`src/rtl/pipe_ctrl_pkg.sv`:
```
// Shared definitions for the pipeline hazard controller.
package pipe_ctrl_pkg;
  localparam int REG_W  = 5;
  localparam int WAIT_W = 8;
  localparam logic [REG_W-1:0] REG_ZERO = '0;

  typedef enum logic {
    ST_RUN      = 1'b0,
    ST_MEM_WAIT = 1'b1
  } state_e;
endpackage

```
`src/rtl/hazard_ctrl_if.sv`:
```
// Pipeline-side hazard request inputs and hold/flush/bubble outputs.
interface hazard_ctrl_if #(parameter int CNT_W = 16);
  import pipe_ctrl_pkg::*;

  logic [REG_W-1:0] id_rs;
  logic [REG_W-1:0] id_rt;
  logic             id_uses_rs;
  logic             id_uses_rt;
  logic             ex_memread;
  logic [REG_W-1:0] ex_rt;
  logic             ex_branch_taken;
  logic             id_jump;
  logic             mem_req;
  logic             mem_ready;
  logic             clr_stats;
  logic             pc_hold;
  logic             ifid_hold;
  logic             ifid_flush;
  logic             idex_bubble;
  logic             pipe_freeze;
  logic             memwb_bubble;
  logic             mem_timeout;
  logic [CNT_W-1:0] stall_cnt;
  logic [CNT_W-1:0] flush_cnt;

  modport master (
    output id_rs, id_rt, id_uses_rs, id_uses_rt, ex_memread, ex_rt,
           ex_branch_taken, id_jump, mem_req, mem_ready, clr_stats,
    input  pc_hold, ifid_hold, ifid_flush, idex_bubble, pipe_freeze,
           memwb_bubble, mem_timeout, stall_cnt, flush_cnt
  );

  modport slave (
    input  id_rs, id_rt, id_uses_rs, id_uses_rt, ex_memread, ex_rt,
           ex_branch_taken, id_jump, mem_req, mem_ready, clr_stats,
    output pc_hold, ifid_hold, ifid_flush, idex_bubble, pipe_freeze,
           memwb_bubble, mem_timeout, stall_cnt, flush_cnt
  );
endinterface

```
`src/rtl/sat_counter.sv`:
```
// Saturating up-counter with synchronous clear taking priority over increment.
module sat_counter #(
  parameter int WIDTH = 16
) (
  input  logic             clk,
  input  logic             reset,
  input  logic             inc,
  input  logic             clr,
  output logic [WIDTH-1:0] cnt
);
  logic [WIDTH-1:0] cnt_q, cnt_d;

  always_comb begin
    cnt_d = cnt_q;
    if (clr)
      cnt_d = '0;
    else if (inc && (cnt_q != '1))
      cnt_d = cnt_q + 1'b1;
  end

  always_ff @(posedge clk or negedge reset) begin
    if (!reset) cnt_q <= '0;
    else        cnt_q <= cnt_d;
  end

  assign cnt = cnt_q;
endmodule

```
`src/rtl/hazard_ctrl.sv`:
```
// Five-stage pipeline hazard controller: load-use, branch/jump squash and
// data-memory wait freeze with timeout, plus stall/flush statistics.
//   state       | meaning
//   ST_RUN      | no memory wait outstanding
//   ST_MEM_WAIT | pipeline frozen on a data access, wait_cnt counting
module hazard_ctrl
  import pipe_ctrl_pkg::*;
#(
  parameter int unsigned TIMEOUT = 255,
  parameter int          CNT_W   = 16
) (
  input  logic          clk,
  input  logic          reset,
  hazard_ctrl_if.slave  hif
);
  localparam logic [WAIT_W-1:0] TIMEOUT_C = WAIT_W'(TIMEOUT);

  state_e            state_q, state_d;
  logic [WAIT_W-1:0] wait_cnt_q, wait_cnt_d;
  logic              mem_timeout_q, mem_timeout_d;

  logic load_use, timeout_hit, mem_wait;
  logic pc_hold, ifid_hold, ifid_flush, idex_bubble, pipe_freeze, memwb_bubble;

  always_comb begin
    load_use = hif.ex_memread && (hif.ex_rt != REG_ZERO) &&
               ((hif.id_uses_rs && (hif.id_rs == hif.ex_rt)) ||
                (hif.id_uses_rt && (hif.id_rt == hif.ex_rt)));
    timeout_hit = (state_q == ST_MEM_WAIT) && (wait_cnt_q == TIMEOUT_C);
    mem_wait    = hif.mem_req && !hif.mem_ready && !timeout_hit;
  end

  always_comb begin
    pc_hold      = 1'b0;
    ifid_hold    = 1'b0;
    ifid_flush   = 1'b0;
    idex_bubble  = 1'b0;
    pipe_freeze  = 1'b0;
    memwb_bubble = 1'b0;
    if (mem_wait) begin
      pc_hold      = 1'b1;
      ifid_hold    = 1'b1;
      pipe_freeze  = 1'b1;
      memwb_bubble = 1'b1;
    end else if (hif.ex_branch_taken) begin
      ifid_flush  = 1'b1;
      idex_bubble = 1'b1;
    end else if (load_use) begin
      // Jump in ID is held here and redirects once the load has moved on.
      pc_hold     = 1'b1;
      ifid_hold   = 1'b1;
      idex_bubble = 1'b1;
    end else if (hif.id_jump) begin
      ifid_flush = 1'b1;
    end
  end

  always_comb begin
    state_d       = state_q;
    wait_cnt_d    = wait_cnt_q;
    mem_timeout_d = mem_timeout_q;
    case (state_q)
      ST_RUN: begin
        if (hif.mem_req && !hif.mem_ready) begin
          state_d    = ST_MEM_WAIT;
          wait_cnt_d = WAIT_W'(1);
        end
      end
      ST_MEM_WAIT: begin
        if (!hif.mem_req || hif.mem_ready) begin
          state_d    = ST_RUN;
          wait_cnt_d = '0;
        end else if (timeout_hit) begin
          state_d       = ST_RUN;
          wait_cnt_d    = '0;
          mem_timeout_d = 1'b1;
        end else begin
          wait_cnt_d = wait_cnt_q + 1'b1;
        end
      end
      default: begin
        state_d    = ST_RUN;
        wait_cnt_d = '0;
      end
    endcase
    if (hif.clr_stats)
      mem_timeout_d = 1'b0;
  end

  always_ff @(posedge clk or negedge reset) begin
    if (!reset) begin
      state_q       <= ST_RUN;
      wait_cnt_q    <= '0;
      mem_timeout_q <= 1'b0;
    end else begin
      state_q       <= state_d;
      wait_cnt_q    <= wait_cnt_d;
      mem_timeout_q <= mem_timeout_d;
    end
  end

  sat_counter #(.WIDTH(CNT_W)) u_stall_cnt (
    .clk   (clk),
    .reset (reset),
    .inc   (pc_hold),
    .clr   (hif.clr_stats),
    .cnt   (hif.stall_cnt)
  );

  sat_counter #(.WIDTH(CNT_W)) u_flush_cnt (
    .clk   (clk),
    .reset (reset),
    .inc   (ifid_flush),
    .clr   (hif.clr_stats),
    .cnt   (hif.flush_cnt)
  );

  assign hif.pc_hold      = pc_hold;
  assign hif.ifid_hold    = ifid_hold;
  assign hif.ifid_flush   = ifid_flush;
  assign hif.idex_bubble  = idex_bubble;
  assign hif.pipe_freeze  = pipe_freeze;
  assign hif.memwb_bubble = memwb_bubble;
  assign hif.mem_timeout  = mem_timeout_q;
endmodule

```
`src/flat_wrapper.sv`:
```
// flat-port wrapper written by rule: the top's interface ports become plain ports
module hazard_ctrl_flat import pipe_ctrl_pkg::*;
#(
  parameter int unsigned TIMEOUT = 255,
  parameter int          CNT_W   = 16
)
  (clk, reset, hif_id_rs, hif_id_rt, hif_id_uses_rs, hif_id_uses_rt, hif_ex_memread, hif_ex_rt, hif_ex_branch_taken, hif_id_jump, hif_mem_req, hif_mem_ready, hif_clr_stats, hif_pc_hold, hif_ifid_hold, hif_ifid_flush, hif_idex_bubble, hif_pipe_freeze, hif_memwb_bubble, hif_mem_timeout, hif_stall_cnt, hif_flush_cnt);
  hazard_ctrl_if #(.CNT_W(CNT_W)) hif_i ();
  input  logic clk;
  input  logic reset;
  input wire logic [$bits(hif_i.id_rs)-1:0] hif_id_rs;
  input wire logic [$bits(hif_i.id_rt)-1:0] hif_id_rt;
  input wire logic [$bits(hif_i.id_uses_rs)-1:0] hif_id_uses_rs;
  input wire logic [$bits(hif_i.id_uses_rt)-1:0] hif_id_uses_rt;
  input wire logic [$bits(hif_i.ex_memread)-1:0] hif_ex_memread;
  input wire logic [$bits(hif_i.ex_rt)-1:0] hif_ex_rt;
  input wire logic [$bits(hif_i.ex_branch_taken)-1:0] hif_ex_branch_taken;
  input wire logic [$bits(hif_i.id_jump)-1:0] hif_id_jump;
  input wire logic [$bits(hif_i.mem_req)-1:0] hif_mem_req;
  input wire logic [$bits(hif_i.mem_ready)-1:0] hif_mem_ready;
  input wire logic [$bits(hif_i.clr_stats)-1:0] hif_clr_stats;
  output wire logic [$bits(hif_i.pc_hold)-1:0] hif_pc_hold;
  output wire logic [$bits(hif_i.ifid_hold)-1:0] hif_ifid_hold;
  output wire logic [$bits(hif_i.ifid_flush)-1:0] hif_ifid_flush;
  output wire logic [$bits(hif_i.idex_bubble)-1:0] hif_idex_bubble;
  output wire logic [$bits(hif_i.pipe_freeze)-1:0] hif_pipe_freeze;
  output wire logic [$bits(hif_i.memwb_bubble)-1:0] hif_memwb_bubble;
  output wire logic [$bits(hif_i.mem_timeout)-1:0] hif_mem_timeout;
  output wire logic [$bits(hif_i.stall_cnt)-1:0] hif_stall_cnt;
  output wire logic [$bits(hif_i.flush_cnt)-1:0] hif_flush_cnt;
  assign hif_i.id_rs = hif_id_rs;
  assign hif_i.id_rt = hif_id_rt;
  assign hif_i.id_uses_rs = hif_id_uses_rs;
  assign hif_i.id_uses_rt = hif_id_uses_rt;
  assign hif_i.ex_memread = hif_ex_memread;
  assign hif_i.ex_rt = hif_ex_rt;
  assign hif_i.ex_branch_taken = hif_ex_branch_taken;
  assign hif_i.id_jump = hif_id_jump;
  assign hif_i.mem_req = hif_mem_req;
  assign hif_i.mem_ready = hif_mem_ready;
  assign hif_i.clr_stats = hif_clr_stats;
  assign hif_pc_hold = hif_i.pc_hold;
  assign hif_ifid_hold = hif_i.ifid_hold;
  assign hif_ifid_flush = hif_i.ifid_flush;
  assign hif_idex_bubble = hif_i.idex_bubble;
  assign hif_pipe_freeze = hif_i.pipe_freeze;
  assign hif_memwb_bubble = hif_i.memwb_bubble;
  assign hif_mem_timeout = hif_i.mem_timeout;
  assign hif_stall_cnt = hif_i.stall_cnt;
  assign hif_flush_cnt = hif_i.flush_cnt;
  hazard_ctrl #(.TIMEOUT(TIMEOUT), .CNT_W(CNT_W)) u_core (.clk(clk), .reset(reset), .hif(hif_i));
endmodule
```
`config.mk`:
```
export PLATFORM = sky130hd
export DESIGN_NAME = hazard_ctrl_flat
export DESIGN_NICKNAME = d
export VERILOG_FILES = /design/src/rtl/pipe_ctrl_pkg.sv /design/src/rtl/hazard_ctrl_if.sv /design/src/rtl/sat_counter.sv /design/src/rtl/hazard_ctrl.sv /design/src/flat_wrapper.sv
export SDC_FILE = /design/constraint.sdc
export NUM_CORES = 1
export LEC_CHECK = 0
export ABC_CLOCK_PERIOD_IN_PS = 2700
export CAP_MARGIN = 20
export CORE_MARGIN = 2
export CORE_UTILIZATION = 40
export CTS_BUF_LIST = sky130_fd_sc_hd__clkbuf_8
export CTS_CLUSTER_SIZE = 24
export DETAILED_ROUTE_END_ITERATION = 6
export HOLD_SLACK_MARGIN = 0.05
export PLACE_DENSITY = 0.67
export SLEW_MARGIN = 20
export SYNTH_ARGS = -nofsm -noshare
export SYNTH_HDL_FRONTEND = slang
export SYNTH_HIERARCHICAL = 1
export SYNTH_SLANG_ARGS = --single-unit
```
`constraint.sdc`:
```
create_clock -name clk -period 2.7 [get_ports clk]
set_input_delay 0.405 -clock clk [delete_from_list [all_inputs] [get_ports clk]]
set_output_delay 0.405 -clock clk [all_outputs]
set_load 0.01 [all_outputs]
```
## Word level (Yosys, flattened, before mapping)

Index checks and enable logic that the tools add are counted.

- Memory bits (read-only): 0
- Bits in writable memories: 0
- Bits in latches: 0
- Register bits: 42
- Memories kept: 0

- Add/sub/neg operators: 3
- Mux-type cells: 26
- Equal/unequal tests: 7
- Shift operators: 0
- Multipliers: 0
- Reductions and logical operators: 20
- Bitwise gates (word level): 1
- Div/mod/pow operators: 0
- Order comparisons: 0

Operators by type and width:

| operator | number |
|---|---|
| 2-to-1 mux 16 bit | 4 |
| adder 16 x 1 -> 16 bit, second input constant | 2 |
| inequality test 16 bit, second input constant | 2 |
| 2-to-1 mux 8 bit | 3 |
| 2-to-1 mux 1 bit | 17 |
| one-hot mux 8 bit (2 select lines) | 1 |
| == test 5 bit | 2 |
| logical AND 1 bit | 9 |
| adder 8 x 1 -> 8 bit, second input constant | 1 |
| == test 8 bit, second input constant | 1 |
| nonzero test 2 bit | 4 |
| nonzero test 5 bit | 1 |
| zero test 1 bit | 3 |
| AND reduction 3 bit | 1 |
| logical OR 1 bit | 2 |
| inequality test 2 x 1 -> 1 bit, second input constant | 1 |
| inequality test 2 bit, second input constant | 1 |
| one-hot mux 1 bit (2 select lines) | 1 |
| inverter 1 bit | 1 |

## Depth between registers and ports, before layout

- Depth in word-level cells: 10
- Gate-level depth with buffers: 10

## By module

Netlist, hierarchy kept.

By module, submodules not included:

| module | cells each | instances | sequential area each (um2) | area an instance (um2) |
|---|---|---|---|---|
| sat_counter | 98 | 2 | 400.4 | 942.2 |
| hazard_ctrl | 80 | 1 | 250.2 | 743.2 |

## Least setup slack after synthesis

Ideal clock, no wire load.

- Path kind: flip-flop to flip-flop
- Start: register u_core.wait_cnt_q[0]
- End: register u_core.u_flush_cnt.cnt_q[3], in the netlist u_core/u_flush_cnt/cnt[3]
- Buffers on the path: 1
- Arrival: 2.480 ns
- Slack: 0.142 ns
- Library setup time: 0.078 ns
- Cell stages (with the launch flop): 10
- Path through: dfrtp_1 -> ha_1 -> nand3_2 -> o31ai_4 -> o21ai_0 -> o21ba_1 -> inv_1 -> clkbuf_1 -> or4_2 -> a21oi_1

- Longest elaborated chain between the ends: 7

RTL lines:

| element | RTL line | text |
|---|---|---|
| start: declaration | hazard_ctrl.sv:19 | `logic [WAIT_W-1:0] wait_cnt_q, wait_cnt_d;` |
| start signal: assignment | hazard_ctrl.sv:97 | `wait_cnt_q <= wait_cnt_d;` |
| == test 8 bit | hazard_ctrl.sv:29 | `timeout_hit = (state_q == ST_MEM_WAIT) && (wait_cnt_q == TIMEOUT_C);` |
| logical AND 1 bit | hazard_ctrl.sv:29 |  |
| zero test 1 bit | hazard_ctrl.sv:30 | `mem_wait = hif.mem_req && !hif.mem_ready && !timeout_hit;` |
| logical AND 1 bit | hazard_ctrl.sv:30 |  |
| 2-to-1 mux 1 bit | hazard_ctrl.sv:40 | `if (mem_wait) begin` |
| via hif_ifid_flush | flat_wrapper.sv:24 | `output wire logic [$bits(hif_i.ifid_flush)-1:0] hif_ifid_flush;` |
| logical AND 1 bit | sat_counter.sv:17 | `else if (inc && (cnt_q != '1))` |
| nonzero test 2 bit (no source line) | -- |  |
| end signal: assignment | sat_counter.sv:23 | `else cnt_q <= cnt_d;` |
| end: declaration | sat_counter.sv:11 | `logic [WIDTH-1:0] cnt_q, cnt_d;` |

The timed path passes the listed nets, and every way through them passes these cells.
A chain may end at the register's enable or synchronous reset.

## Final worst setup path

- Start: register u_core.wait_cnt_q[0]
- End: register u_core.u_flush_cnt.cnt_q[9], in the netlist u_core/u_flush_cnt/cnt[9]

- Longest elaborated chain between the ends: 7

RTL lines:

| element | RTL line |
|---|---|
| == test 8 bit | hazard_ctrl.sv:29 |
| logical AND 1 bit | hazard_ctrl.sv:29 |
| zero test 1 bit | hazard_ctrl.sv:30 |
| logical AND 1 bit | hazard_ctrl.sv:30 |
| 2-to-1 mux 1 bit | hazard_ctrl.sv:40 |
| logical AND 1 bit | sat_counter.sv:17 |
| nonzero test 2 bit (no source line) | -- |

No other way between the ends.

==> qor.csv <==
metric;value;unit
grt_antenna_before_repair;0;
vias_per_cell;5.84;
syn_area_per_cell;9.52;um^2
tns;0;ns
grt_pass1_wl;11600;um
p_leak;0.00147;uW
port_buffers;63;
core_area;6350;um^2
grt_pass1_vias;2494;
setup_viol;0;
globalRouteTotalUtil;0.195;
vdd_drop_max;219;uV
slew_headroom;0.376;
final.period_utilization;0.974;
clock_latency;0.31;ns
hold_viol;0;
intPower;936;uW
arrival;2.82;ns
synthArstFlopShare;1.00;
avgRoutedWirePerCell;15.9;um
min_path_type;in2async;
drtAntennaViolNets;0;
p_sw;332;uW
yosysMostFrequentCell;dfrtp_1;
p_clk_frac;0.340;
syn_inst;276;
timing.fmax;0.380;GHz
worstPathMaxFanout;7;
synthTopCellsByCount;dfrtp_1 (42), a21oi_1 (25), nand2_1 (17), o31ai_1 (15), nor2_1 (14);
syn_to_final_growth;35.3;%
clkTransAtPathRegs;0.08;ns
nFillCells;573;
synth_top_cell_area_share;0.400;
worstMarginPinSlew;0.936;ns
regArea;1050;um^2
ys_seq_elements;42;
critPathRequiredTime;2.89;ns
start_util;0.414;
drcViolationCount;0;
power.density;357;nW/um^2
wl;6820;um
syn_area;2630;um^2
root_buffer;clkbuf_8;
nNetsFinal;380;
r2r_cells;9;
multi_input_area;1500;um^2
finalWorstSetupSlack;0.0710;ns
grt_start_max_net_pins;43;
htree_levels;2;
period_minus_slack;2.63;ns
seq_area_frac_synth;0.400;
overflow;0;
seqPwrFrac;0.514;
status;finished clean;
clock_sinks;42;
die_area;7230;um^2
final.setup_skew;0.0112;ns
cts_tree;built;
r2r-start;u_core/wait_cnt_q[0];
cts_buffer_depth;2;
via_count;2511;
die_h;85.1;um
switching_share;0.262;
antenna_cells;0;
max-cap-violations;0;
drtIter0Drc;83;
endpoint_kind;flip-flop;
detail_route.first_pass.iterations;4;
gp_congestion;0.815;
rows;29;
synth_edf_count;0;
cp-start-kind;flip-flop;
cts_buffers;5;
r2r_end;u_core/u_flush_cnt/cnt[9];
drive_above_1_share;0.164;
dp_slack;-0.264;ns
ys.flop_type;dfrtp_1;
hpwl;4670;um
synth_cell_types;49;
synthTopCellsByArea;dfrtp_1 (40%), a21oi_1 (4.8%), o31ai_1 (4.3%), mux2_1 (3.4%), or4_1 (3.1%);
boundaryPins;64;
place_inst;420;
reg2reg_slack;0.07;ns
finalNonFillerCells;430;
syn-num-nets;304;
cts_hold_buf;0;
ys_warn_count;6;
synth_top_area_cell;dfrtp_1;
pwr-share-comb;0.146;
path_class;reg2reg;
die_width;85.1;um
post-route-util;0.560;
slew_viol_final;0;
through the flow:
stage	hold WS, ns	cell area [um^2]	power [uW]
floorplan	0.109	2630	736
finish	0.226	3550	1270
detailed placement	0.517	3410	846
CTS	0.282	3500	1270
global placement	0.506	3410	842
global route	0.330	3550	1320
per-layer routing:
metal	wire length, um	global-route usage
met3	294	0.0350
met2	3400	0.332
met5	0	0
met1	3030	0.250
met4	91	0.0635
worst max-delay path: stages (launching register included):
cell        delay, ns
dfrtp_1          0.40
ha_1             0.24
nand3_2          0.15
o31ai_4          0.28
o21ai_0          0.11
o21ba_2          0.28
clkinvlp_4       0.17
buf_6            0.18
nor4_2           0.36
mux2_1           0.35
how the worst max path moves through the flow:
stage	slack (ns)	end	cells after the start	from
2_1_floorplan	0.14	u_core/u_flush_cnt/cnt[3]	9	u_core/wait_cnt_q[0]
3_3_place_gp	-0.23	hif_ifid_flush	8	hif_ex_rt[0]
3_5_place_dp	-0.26	u_core/u_flush_cnt/cnt[6]	9	hif_ex_rt[1]
4_1_cts	0.02	hif_ifid_flush	8	hif_ex_rt[4]
5_1_grt	-0.06	u_core/u_flush_cnt/cnt[9]	9	u_core/wait_cnt_q[0]
6_report	0.07	u_core/u_flush_cnt/cnt[9]	9	u_core/wait_cnt_q[0]
power groups by stage:
stage	Combinational, uW	Clock, uW	Sequential [uW]
after global placement	179	0	663
after global routing	206	463	653
after CTS	180	444	651
after detailed placement	182	0	663
after floorplan	73.5	0	663
final	185	432	651
state kept, by name, summed over array words and instances (netlist names):
signal                  count
u_core/u_stall_cnt/cnt     16
u_core/wait_cnt_q           8
u_core/state_q              1
u_core/u_flush_cnt/cnt     16
u_core/hif.mem_timeout      1
layout by cell type, fill, tap and decap left out, types with 4 or more instances in the layout:
master | Yosys | layout
inv_1 | 7 | 7
nand3_1 | 9 | 9
o21ai_1 | 8 | 7
or3_1 | 4 | 4
o31ai_1 | 15 | 15
buf_4 | 2 | 16
xor2_1 | 8 | 8
or4_1 | 11 | 10
nand4_1 | 13 | 13
mux2_1 | 8 | 8
a21oi_1 | 25 | 24
clkbuf_8 | 0 | 6
or4_2 | 4 | 4
nor2_1 | 14 | 14
nor2b_1 | 8 | 8
nand2_1 | 17 | 17
nor4_1 | 10 | 9
and4_2 | 4 | 4
clkdlybuf4s50_1 | 0 | 53
o21ai_0 | 7 | 7
and3_1 | 5 | 5
dfrtp_1 | 42 | 42
dlymetal6s2s_1 | 0 | 5
repair_timing:
item | 4_1_cts | 5_1_grt
setup buffers | 0 | 2
pin swaps | 0 | 2
gates resized for setup | 4 | 16
endpoints found under the hold margin | 0 | 0
endpoints found under the setup margin | 4 | 13
area by class of cell:
| type | instances | share of cell area |
|---|---|---|
| repair buffers | 81 | 0.221 |
| well taps | 77 | 0.0271 |
| inverters | 8 | 0.00950 |
| flip-flops and latches | 42 | 0.296 |
| multi-input cells | 214 | 0.421 |
| clock buffers | 6 | 0.0232 |
| clock inverters | 2 | 0.00246 |
logic make-up after synthesis:
group | Yosys count | synth area share
buf+inv | 20 | 0.0371
simple gates | 121 | 0.290
compound gates | 71 | 0.187
mux | 8 | 0.0343
flops | 42 | 0.400
fa+ha+maj | 3 | 0.0143
xor+xnor | 11 | 0.0367
No activity file was read; power rests on OpenSTA's default activity.
